**src/rtl/fetch_stage.sv**
```systemverilog
`default_nettype none
// ============================================================================
// Module   : fetch_stage
// Purpose  : Instruction fetch stage. Owns the fetch PC, reads instructions
//            over the shared bus (req/grant/strobe/ready handshake) and
//            registers the IF/ID outputs for the decoder. Applies decoder
//            branch redirects with one delay slot, honours stall and flush
//            from the pipeline controller, and reports busy while a fetch is
//            outstanding.
// Ports    : clk, reset_ (async, active-low)
//            stall, flush, new_pc          - pipeline controller
//            br_taken, br_addr             - decoder branch redirect
//            bus_req_, bus_grnt_, bus_as_, bus_rw, bus_addr,
//            bus_rd_data, bus_rdy_         - shared bus master
//            if_pc, if_insn, if_en         - IF/ID pipeline register
//            busy                          - fetch outstanding
// Revision : 1.0 - initial release
// ============================================================================
module fetch_stage #(
  parameter logic [29:0] RESET_VECTOR = 30'h0
) (
  input  logic        clk,
  input  logic        reset_,
  input  logic        stall,
  input  logic        flush,
  input  logic [29:0] new_pc,
  input  logic        br_taken,
  input  logic [29:0] br_addr,
  output logic        bus_req_,
  input  logic        bus_grnt_,
  output logic        bus_as_,
  output logic        bus_rw,
  output logic [29:0] bus_addr,
  input  logic [31:0] bus_rd_data,
  input  logic        bus_rdy_,
  output logic [29:0] if_pc,
  output logic [31:0] if_insn,
  output logic        if_en,
  output logic        busy
);

  typedef enum logic [1:0] {
    ST_IDLE   = 2'd0,
    ST_REQ    = 2'd1,
    ST_ACCESS = 2'd2,
    ST_HOLD   = 2'd3
  } state_t;

  state_t      r_state;
  state_t      w_state_nxt;

  logic        r_started;    // low for the first edge after reset release
  logic [29:0] r_fetch_pc;
  logic [29:0] r_bus_addr;
  logic [31:0] r_hold_insn;
  logic        r_kill;       // outstanding transfer belongs to a flushed stream
  logic [29:0] r_if_pc;
  logic [31:0] r_if_insn;
  logic        r_if_en;

  logic        w_insn_valid;
  logic [31:0] w_fetch_data;
  logic        w_adv;
  logic [29:0] w_next_pc;
  logic        w_baddr_ld;
  logic        w_hold_ld;
  logic        w_kill_set;
  logic        w_kill_clr;

  // --------------------------------------------------------------------------
  // Instruction availability and PC update
  // --------------------------------------------------------------------------
  assign w_insn_valid = ((r_state == ST_ACCESS) && !bus_rdy_ && !r_kill) ||
                        (r_state == ST_HOLD);
  assign w_fetch_data = (r_state == ST_HOLD) ? r_hold_insn : bus_rd_data;
  assign w_adv        = w_insn_valid && !stall && !flush;

  // The instruction delivered while a taken branch sits in IF/ID is the
  // delay slot; the redirect only affects the fetch after it.
  always_comb begin
    w_next_pc = r_fetch_pc;
    if (flush) begin
      w_next_pc = new_pc;
    end else if (w_adv) begin
      w_next_pc = (r_if_en && br_taken) ? br_addr : (r_fetch_pc + 30'd1);
    end
  end

  // --------------------------------------------------------------------------
  // Bus state machine
  // --------------------------------------------------------------------------
  always_ff @(posedge clk or negedge reset_) begin
    if (!reset_) begin
      r_state <= ST_IDLE;
    end else begin
      r_state <= w_state_nxt;
    end
  end

  always_comb begin
    w_state_nxt = r_state;
    w_baddr_ld  = 1'b0;
    w_hold_ld   = 1'b0;
    w_kill_set  = 1'b0;
    w_kill_clr  = 1'b0;
    case (r_state)
      ST_IDLE: begin
        if (r_started) begin
          w_state_nxt = ST_REQ;
        end
      end
      ST_REQ: begin
        if (!bus_grnt_) begin
          w_state_nxt = ST_ACCESS;
          w_baddr_ld  = 1'b1;
        end
      end
      ST_ACCESS: begin
        if (bus_rdy_) begin
          // A transfer cannot be aborted; mark it so its data is dropped.
          if (flush) begin
            w_kill_set = 1'b1;
          end
        end else if (r_kill || flush) begin
          w_kill_clr = 1'b1;
          w_baddr_ld = 1'b1;
        end else if (w_adv) begin
          w_baddr_ld = 1'b1;
        end else begin
          // Data is valid but the pipeline is stalled: park it and free
          // the bus rather than holding the arbiter.
          w_hold_ld   = 1'b1;
          w_state_nxt = ST_HOLD;
        end
      end
      ST_HOLD: begin
        if (flush || w_adv) begin
          w_state_nxt = ST_REQ;
        end
      end
      default: begin
        w_state_nxt = ST_IDLE;
      end
    endcase
  end

  // --------------------------------------------------------------------------
  // Datapath registers
  // --------------------------------------------------------------------------
  always_ff @(posedge clk or negedge reset_) begin
    if (!reset_) begin
      r_started   <= 1'b0;
      r_fetch_pc  <= RESET_VECTOR;
      r_bus_addr  <= RESET_VECTOR;
      r_hold_insn <= 32'h0;
      r_kill      <= 1'b0;
      r_if_pc     <= RESET_VECTOR;
      r_if_insn   <= 32'h0;
      r_if_en     <= 1'b0;
    end else begin
      r_started  <= 1'b1;
      r_fetch_pc <= w_next_pc;

      if (w_baddr_ld) begin
        r_bus_addr <= w_next_pc;
      end

      if (w_hold_ld) begin
        r_hold_insn <= bus_rd_data;
      end

      if (w_kill_set) begin
        r_kill <= 1'b1;
      end else if (w_kill_clr) begin
        r_kill <= 1'b0;
      end

      if (flush) begin
        r_if_pc   <= new_pc;
        r_if_insn <= 32'h0;
        r_if_en   <= 1'b0;
      end else if (w_adv) begin
        r_if_pc   <= r_fetch_pc;
        r_if_insn <= w_fetch_data;
        r_if_en   <= 1'b1;
      end
    end
  end

  // --------------------------------------------------------------------------
  // Outputs
  // --------------------------------------------------------------------------
  assign bus_req_ = !((r_state == ST_REQ) || (r_state == ST_ACCESS));
  assign bus_as_  = !(r_state == ST_ACCESS);
  assign bus_rw   = 1'b1;
  assign bus_addr = r_bus_addr;
  assign if_pc    = r_if_pc;
  assign if_insn  = r_if_insn;
  assign if_en    = r_if_en;

  // Deliberately independent of stall so the controller can use it without
  // forming a combinational loop.
  assign busy = (r_state == ST_IDLE) || (r_state == ST_REQ) ||
                ((r_state == ST_ACCESS) && !(!bus_rdy_ && !r_kill));

endmodule
`default_nettype wire

```
**config.mk**
```make
export PLATFORM = sky130hd
export DESIGN_NAME = fetch_stage
export DESIGN_NICKNAME = d
export VERILOG_FILES = /design/src/rtl/fetch_stage.sv
export SDC_FILE = /design/constraint.sdc
export NUM_CORES = 1
export LEC_CHECK = 0
export ABC_AREA = 1
export CORE_MARGIN = 2
export CORE_UTILIZATION = 53
export CTS_CLUSTER_DIAMETER = 120
export DETAILED_ROUTE_END_ITERATION = 10
export PLACE_DENSITY = 0.85
export SETUP_SLACK_MARGIN = 0.05
export SLEW_MARGIN = 20
export SYNTH_ARGS = -nofsm -noshare
export SYNTH_HDL_FRONTEND = slang
export SYNTH_SLANG_ARGS = --single-unit
```
**constraint.sdc**
```tcl
create_clock -name clk -period 4.3 [get_ports clk]
set_input_delay 0.86 -clock clk [delete_from_list [all_inputs] [get_ports clk]]
set_output_delay 0.86 -clock clk [all_outputs]
set_load 0.02 [all_outputs]
```
Word-level counts from Yosys, hierarchy flattened. Cells that the tools add are included.

Flip-flop bits (word level): 159. Output and inout bits: 97. Bits of input ports: 99. Word-level logic and storage cells: 77.

Equality and inequality tests: 9. Reduce and logical (&&, ||, !) cells: 24. $add $sub $neg: 1. Mux-type cells: 34.

Operator list (number): two-way mux 30 bit (5); two-way mux 32 bit (3); adder 30 x 1 -> 30 bit, second input constant (1); two-way mux 1 bit (18); two-way mux 2 bit (6); inequality test 2 bit, second input constant (5); one-hot mux 2 bit (4 select lines) (1); logical AND 1 bit (7); zero test 1 bit (7); logical OR 1 bit (6); AND reduction 6 bit (1); == test 2 bit, second input constant (2); nonzero test 2 bit (2); == test 2 x 1 -> 1 bit, second input constant (1); zero test 2 bit (1); inequality test 2 x 1 -> 1 bit, second input constant (1); one-hot mux 1 bit (2 select lines) (1).

Logic depth before layout (Yosys ltp). Gate-level depths: netlist (run 1).

Word-level depth: 10. Depth in mapped cells: 13.

Least setup slack after synthesis (run 1). OpenSTA, ideal clock, no wires.

Kind: input port to output port. Start: input port bus_rdy_. End: output port busy. Data arrival time: 1.257 ns. Required time: 3.440 ns. Path buffers: 0. Cell stages on the path: 2. Setup slack: 2.183 ns. Cell sequence: o21ai_0 -> nand3_1.

Word-level cells in the longest chain between the ends: 5.

Ends and longest elaborated chain: start: declaration (RTL line 35) `input logic bus_rdy_,`; zero test 1 bit (RTL line 204) `((r_state == ST_ACCESS) && !(!bus_rdy_ && !r_kill));`; logical AND 1 bit (RTL line 204); zero test 1 bit (RTL line 204); logical AND 1 bit (RTL line 204); logical OR 1 bit (RTL line 203) `assign busy = (r_state == ST_IDLE) || (r_state == ST_REQ) ||`; end: declaration (RTL line 39) `output logic busy`.

No other way between the ends.

Worst setup path in the final report (run 1). Ends and elaborated chain as after synthesis.

==> flow_metrics.py, run 1 <==
metrics = {
    "global_route": {
        "grt_pass1_vias": 7415,
        "gr-usage-all-layers_pct": 28.5,
        "antenna_found_initial": 0,
        "busiest_layer": "met2",
        "grtUsageMet1_pct": 36.6,
        "use_met2_pct": 45.6,
        "grt_max_degree": 85,
        "overflow": 0,
        "use_met3_pct": 8.52,
        "grt_pass1_wl_um": 36400,
    },
    "worst_setup_path": {
        "crit_path_end_kind": "primary output",
        "crit_family": "buffers and inverters",
        "cp.required_ns": 3.44,
        "crit_type": "primary input to primary output",
        "cp-start-kind": "primary input",
        "cp_common_cell": "clkdlybuf4s50_1",
        "worst_path_max_delay_cell": "clkdlybuf4s50_1",
        "cp_slowest_stage_delay_ns": 0.56,
        "r2r_cells": 9,
        "cp.arrival_ns": 2.23,
        "path_max_fanout": 3,
        "worst-path-buf-inv": 2,
        "crit_cells": 4,
        "critical_path.cell_chain": "clkdlybuf4s50_1 > o21ai_0 > nand3_1 > clkdlybuf4s50_1",
    },
    "pwr": {
        "comb_power_share_pct": 37.9,
        "p_int_mw": 3.95,
        "clock_power_share_pct": 25.8,
        "switching_share_pct": 37.7,
        "p_leak_nw": 5.16,
        "power_mw": 6.35,
        "p_seq_share_pct": 36.4,
        "vdd_drop_max_v": 0.000319,
        "netSwitchingPower_mw": 2.39,
        "powerDensity_nw_per_um2": 599,
    },
    "sta": {
        "setup_ws_ns": 1.21,
        "hold_viol": 0,
        "slew_violations": 0,
        "max_freq_mhz": 324,
        "slew-limit-headroom_pct": 52.5,
        "timing.final.crit_period_ns": 3.09,
        "rsz0062_at_grt": "false",
        "finalSetupViolations": 0,
        "worst_pin_slew_ns": 0.712,
        "fin_worst_skew_ns": 0.00878,
        "fin_setup_tns_ns": 0,
        "fin_crit_sh_pct": 71.8,
    },
    "cells_and_area": {
        "drive_gt1_share_pct": 4.61,
        "final_cells": 1442,
        "nets": 1350,
        "mostFrequentLayoutCell": "nand2_1",
        "area_growth_syn_to_layout_pct": 33.2,
        "final_cell_mix": "439 x nand2_1, 193 x clkdlybuf4s50_1, 159 x dfrtp_1",
        "fillers": 1129,
        "n_antenna_cell": 0,
    },
    "drt": {
        "wl_per_cell_um": 15.6,
        "postRouteAntennaNets": 0,
        "drc": 0,
        "drtIter0Drc": 637,
        "route.final.wire_length_um": 22400,
        "viasPerCell": 5.24,
        "vias": 7562,
        "dr.pass1.iters": 5,
    },
    "place": {
        "hpwl_um": 15300,
        "port_buffers": 194,
        "gp_congestion": 0.951,
        "pre_cts_slack_ns": 0.862,
        "placed_cells": 1410,
    },
    "die": {
        "dieHeight_um": 126,
        "io_pins": 196,
        "fp.dieW_um": 126,
        "num_rows": 44,
        "die_area_sq_um": 16000,
        "coreArea_sq_um": 14600,
        "initial_core_util_pct": 54.5,
    },
    "worst_hold_path": {
        "worst_hold_path_type": "primary input to async pin",
    },
    "cts": {
        "ctsResizeCount": 0,
        "cts_setup_buffers": 0,
        "cts_hold_buf": 0,
        "clockBufferDepth": 2,
        "numCtsBuffers": 17,
        "htree_levels": 4,
        "clk_latency_ns": 0.43,
        "cts.sinks": 159,
        "path_clk_slew_ns": 0.06,
        "ctsRootBufferMaster": "clkbuf_16",
        "cts_tree": "done",
    },
    "synth": {
        "yosys.cell_types.count": 33,
        "synth_ff_type": "dfrtp_1",
        "syn_area_sq_um": 7950,
        "syn-instance-count": 1073,
        "synth-edff-count": 0,
        "synthArstFlopShare_pct": 100,
        "synth-warning-count": 0,
        "syn_avg_cell_area_sq_um": 7.41,
        "ys_ff_latch": 159,
        "yosysSeqAreaShare_pct": 50.0,
    },
    "outcome": {
        "outcome": "complete, no violations",
    },
    "run": {
        "cap_viol_max_count": 0,
    },
}
==> layer usage <==
| layer | wire, um | part of all wire, % |
|---|---|---|
| met2 | 10600 | 47 |
| met4 | 646 | 2.9 |
| met1 | 9270 | 41 |
| met3 | 1920 | 8.6 |
| met5 | 0 | 0 |
==> path summary, 6_finish.rpt <==
kind | slack, ns | startpoint | to
min in group clk | 0.48 | if_pc[24] | if_pc[24]
max reg2reg | 1.41 | r_state[0] | r_hold_insn[7]
max | 1.21 | bus_rdy_ | busy
min reg2reg | 0.48 | if_pc[24] | if_pc[24]
max in group asynchronous | 2.97 | reset_ | bus_addr[10]
min | 0.46 | reset_ | r_fetch_pc[8]
==> power groups by stage <==
stage | combinational (mW) | clock, mW | sequential (mW)
4_1_cts | 2.42 | 1.65 | 2.30
6_report | 2.40 | 1.64 | 2.31
3_5_place_dp | 2.39 | 0 | 2.31
3_3_place_gp | 2.33 | 0 | 2.30
2_1_floorplan | 1.12 | 0 | 2.56
5_1_grt | 2.66 | 1.72 | 2.36
==> through the flow <==
stage          utilization, %  hold WS [ns]  area [sq um]
4_1_cts                  72.6         0.477         10600
3_5_place_dp             68.2         0.462          9960
5_1_grt                  72.6         0.506         10600
3_3_place_gp             68.2         0.454          9960
6_report                 72.6         0.463         10600
2_1_floorplan               -         0.448          7960
==> Yosys cell counts (2+ instances only) <==
| master | number | share of area (%) |
|---|---|---|
| nand2_1 | 439 | 21 |
| o21ai_0 | 117 | 7.4 |
| inv_1 | 76 | 3.6 |
| o311ai_0 | 5 | 0.55 |
| o21bai_1 | 2 | 0.19 |
| o211ai_1 | 6 | 0.57 |
| ha_1 | 6 | 0.94 |
| buf_2 | 25 | 1.6 |
| nand2_4 | 2 | 0.28 |
| a31oi_1 | 8 | 0.63 |
| clkbuf_1 | 21 | 0.99 |
| nand3_1 | 55 | 3.5 |
| inv_2 | 2 | 0.094 |
| nor2_1 | 102 | 4.8 |
| dfrtp_1 | 159 | 50 |
| a21oi_1 | 6 | 0.38 |
| nand2_2 | 2 | 0.16 |
| buf_6 | 3 | 0.42 |
| xor2_1 | 2 | 0.22 |
| nor2_2 | 4 | 0.31 |
| buf_4 | 2 | 0.19 |
| o21a_1 | 5 | 0.47 |
| nand3_2 | 2 | 0.25 |
| o21ai_1 | 13 | 0.82 |
==> area by class of cell <==
type	instances	area, sq um	area share, %
clock inverter	12	181	1.71
multi-input combinational	785	3430	32.3
sequential	159	3980	37.6
timing repair buffer	203	2020	19.1
inverter	79	298	2.81
tap	184	230	2.17
clock buffer	20	457	4.31
==> flip-flops by register name, summed over array words and instances, names as in the netlist <==
name         cells
r_state          2
r_kill           1
r_hold_insn     32
bus_addr        30
if_pc           30
r_fetch_pc      30
if_en            1
if_insn         32
r_started        1
==> logic make-up (layout without fill, tap and decap cells) <==
family,count (synthesis),after routing,share of synthesized area [%]
AND/OR/NAND/NOR,610,610,30.5
XOR/XNOR,3,3,0.331
AO/OA/AOI/OAI,164,164,11.2
flip-flops,159,159,50.0
other,1,2,0.0472
buffers and inverters,130,314,6.92
adder cells (fa/ha/maj),6,6,0.944
Power figures use the tool's default switching activity.
==> run 2: changes to the inputs <==
Settings changed: CORE_UTILIZATION 53 to 45, PLACE_DENSITY 0.85 to 0.77.
Clock period 4.3 ns to 2.5 ns, I/O delays scaled along.
==> run 2 against run 1 <==
  * Hold slack worse by 0.44 ns
  * Sequential cell count stayed put
  * Sequential share of layout area is 0.65 points lower
  * Wire length is 1.2% lower
  * Critical endpoint unchanged
  * Largest cell class unchanged
  * Highest routed layer unchanged
==> flow_metrics.py, run 2 (same netlist as run 1, synthesis figures left out) <==
metrics = {
    "sta": {
        "slew-limit-headroom_pct": 61.9,
        "rsz0062_at_grt": "false",
        "worst_pin_slew_ns": 0.571,
        "timing.final.crit_period_ns": 2.24,
        "fin_setup_tns_ns": 0,
        "hold_viol": 0,
        "slew_violations": 0,
        "max_freq_mhz": 447,
        "finalSetupViolations": 0,
        "fin_worst_skew_ns": 0.00563,
        "fin_crit_sh_pct": 89.5,
        "hold_ws_ns": 0.0201,
    },
    "cells_and_area": {
        "post-route-util_pct": 62.3,
        "drive_gt1_share_pct": 5.28,
        "nets": 1362,
        "design_area_sq_um": 10800,
        "final_cell_mix": "439 x nand2_1, 190 x clkdlybuf4s50_1, 159 x dfrtp_1",
        "area_growth_syn_to_layout_pct": 35.6,
        "n_antenna_cell": 0,
        "mostFrequentLayoutCell": "nand2_1",
    },
    "die": {
        "dieHeight_um": 137,
        "die_area_sq_um": 18700,
        "io_pins": 196,
        "fp.dieW_um": 137,
        "num_rows": 48,
        "initial_core_util_pct": 46.0,
        "coreArea_sq_um": 17300,
    },
    "worst_setup_path": {
        "cp.required_ns": 2.00,
        "path_max_fanout": 5,
        "crit_path_end_kind": "primary output",
        "cp-start-kind": "flip-flop",
        "cp.arrival_ns": 1.74,
        "crit_type": "flip-flop to primary output",
    },
    "global_route": {
        "grt_max_degree": 65,
        "overflow": 0,
        "antenna_found_initial": 0,
        "grt_pass1_wl_um": 35300,
        "grt_pass1_vias": 7098,
        "gr-usage-all-layers_pct": 24.2,
    },
    "cts": {
        "cts_tree": "done",
        "clockBufferDepth": 2,
        "path_clk_slew_ns": 0.06,
        "cts.sinks": 159,
        "ctsRootBufferMaster": "clkbuf_16",
        "cts_hold_buf": 0,
        "numCtsBuffers": 17,
        "htree_levels": 4,
        "clk_latency_ns": 0.42,
    },
    "drt": {
        "drtIter0Drc": 427,
        "drc": 0,
        "dr.pass1.iters": 5,
        "wl_per_cell_um": 14.8,
        "postRouteAntennaNets": 0,
        "viasPerCell": 5.01,
        "vias": 7488,
        "route.final.wire_length_um": 22200,
    },
    "pwr": {
        "p_leak_nw": 5.24,
        "powerDensity_nw_per_um2": 1000,
        "vdd_drop_max_v": 0.000579,
        "power_mw": 10.8,
    },
    "place": {
        "port_buffers": 194,
        "placed_area_sq_um": 10200,
        "hpwl_um": 15800,
        "gp_congestion": 0.969,
    },
    "run": {
        "cap_viol_max_count": 0,
    },
    "outcome": {
        "outcome": "complete, no violations",
    },
    "worst_hold_path": {
        "worst_hold_path_type": "primary input to async pin",
    },
}
## run 2: changes by cell type in the layout (fill, tap and decap cells not counted), sizes merged
cell,previous run,this run
buf,10,22
clkbuf,20,22
clkdlybuf4s50,193,190
clkinv,5,4
dlygate4sd2,0,1
dlymetal6s2s,0,2
inv,81,79
## run 2: cell type report
class | count | area (sq um)
clock buffer | 22 | 454
clock inverter | 9 | 159
fill | 1530 | 6520
inverter | 79 | 298
multi-input combinational | 785 | 3430
sequential | 159 | 3980
tap | 225 | 282
timing repair buffer | 215 | 2180
## run 2: timing repair
item / 4_1_cts / 5_1_grt
gates resized for setup: 2 / 2
buffers inserted: 0 / 0
pin swaps: 0 / 0
setup endpoints to repair: 2 / 2
## run 2: routing by layer
| metal | vias up | part of all wire, % | GRT usage [%] |
|---|---|---|---|
| met2 | 267 | 46 | 38.9 |
| met1 | 3436 | 43 | 31.7 |
| met4 | 0 | 2.1 | 8.48 |
| li1 | 3753 | - | - |
| met5 | - | 0 | 0 |
| met3 | 32 | 8.6 | 6.41 |
## run 2: worst paths after layout
check / startpoint / end / slack (ns) / cells past startpoint
setup / recovery: r_state[0] / busy / 0.26 / 5
setup reg to reg: r_state[0] / bus_addr[0] / 0.54 / 12
min in group clk: if_pc[20] / if_pc[20] / 0.47 / 2
max in group asynchronous: reset_ / r_hold_insn[7] / 1.79 / 2
hold reg to reg: if_pc[20] / if_pc[20] / 0.47 / 2
hold / removal: reset_ / r_fetch_pc[0] / 0.02 / 1
## run 2: power by group
part	internal, mW	switching (mW)	total, mW
clock	1.70	1.03	2.72
sequential	3.39	0.568	3.96
combinational	1.72	2.40	4.12
total	6.81	3.99	10.8
## run 2: worst max-delay path, cell delays in order, from the launching register on
cell,delay (ns)
dfrtp_1,0.43
inv_1,0.10
ha_2,0.25
o21ai_0,0.14
nand3_1,0.08
dlygate4sd2_1,0.33
## run 2: metrics by stage
stage          instances  setup WS [ns]
2_1_floorplan       1074          0.819
3_3_place_gp        1463          0.187
3_5_place_dp        1463          0.159
4_1_cts             1494         0.0534
5_1_grt             1494          0.162
6_report            1494          0.261
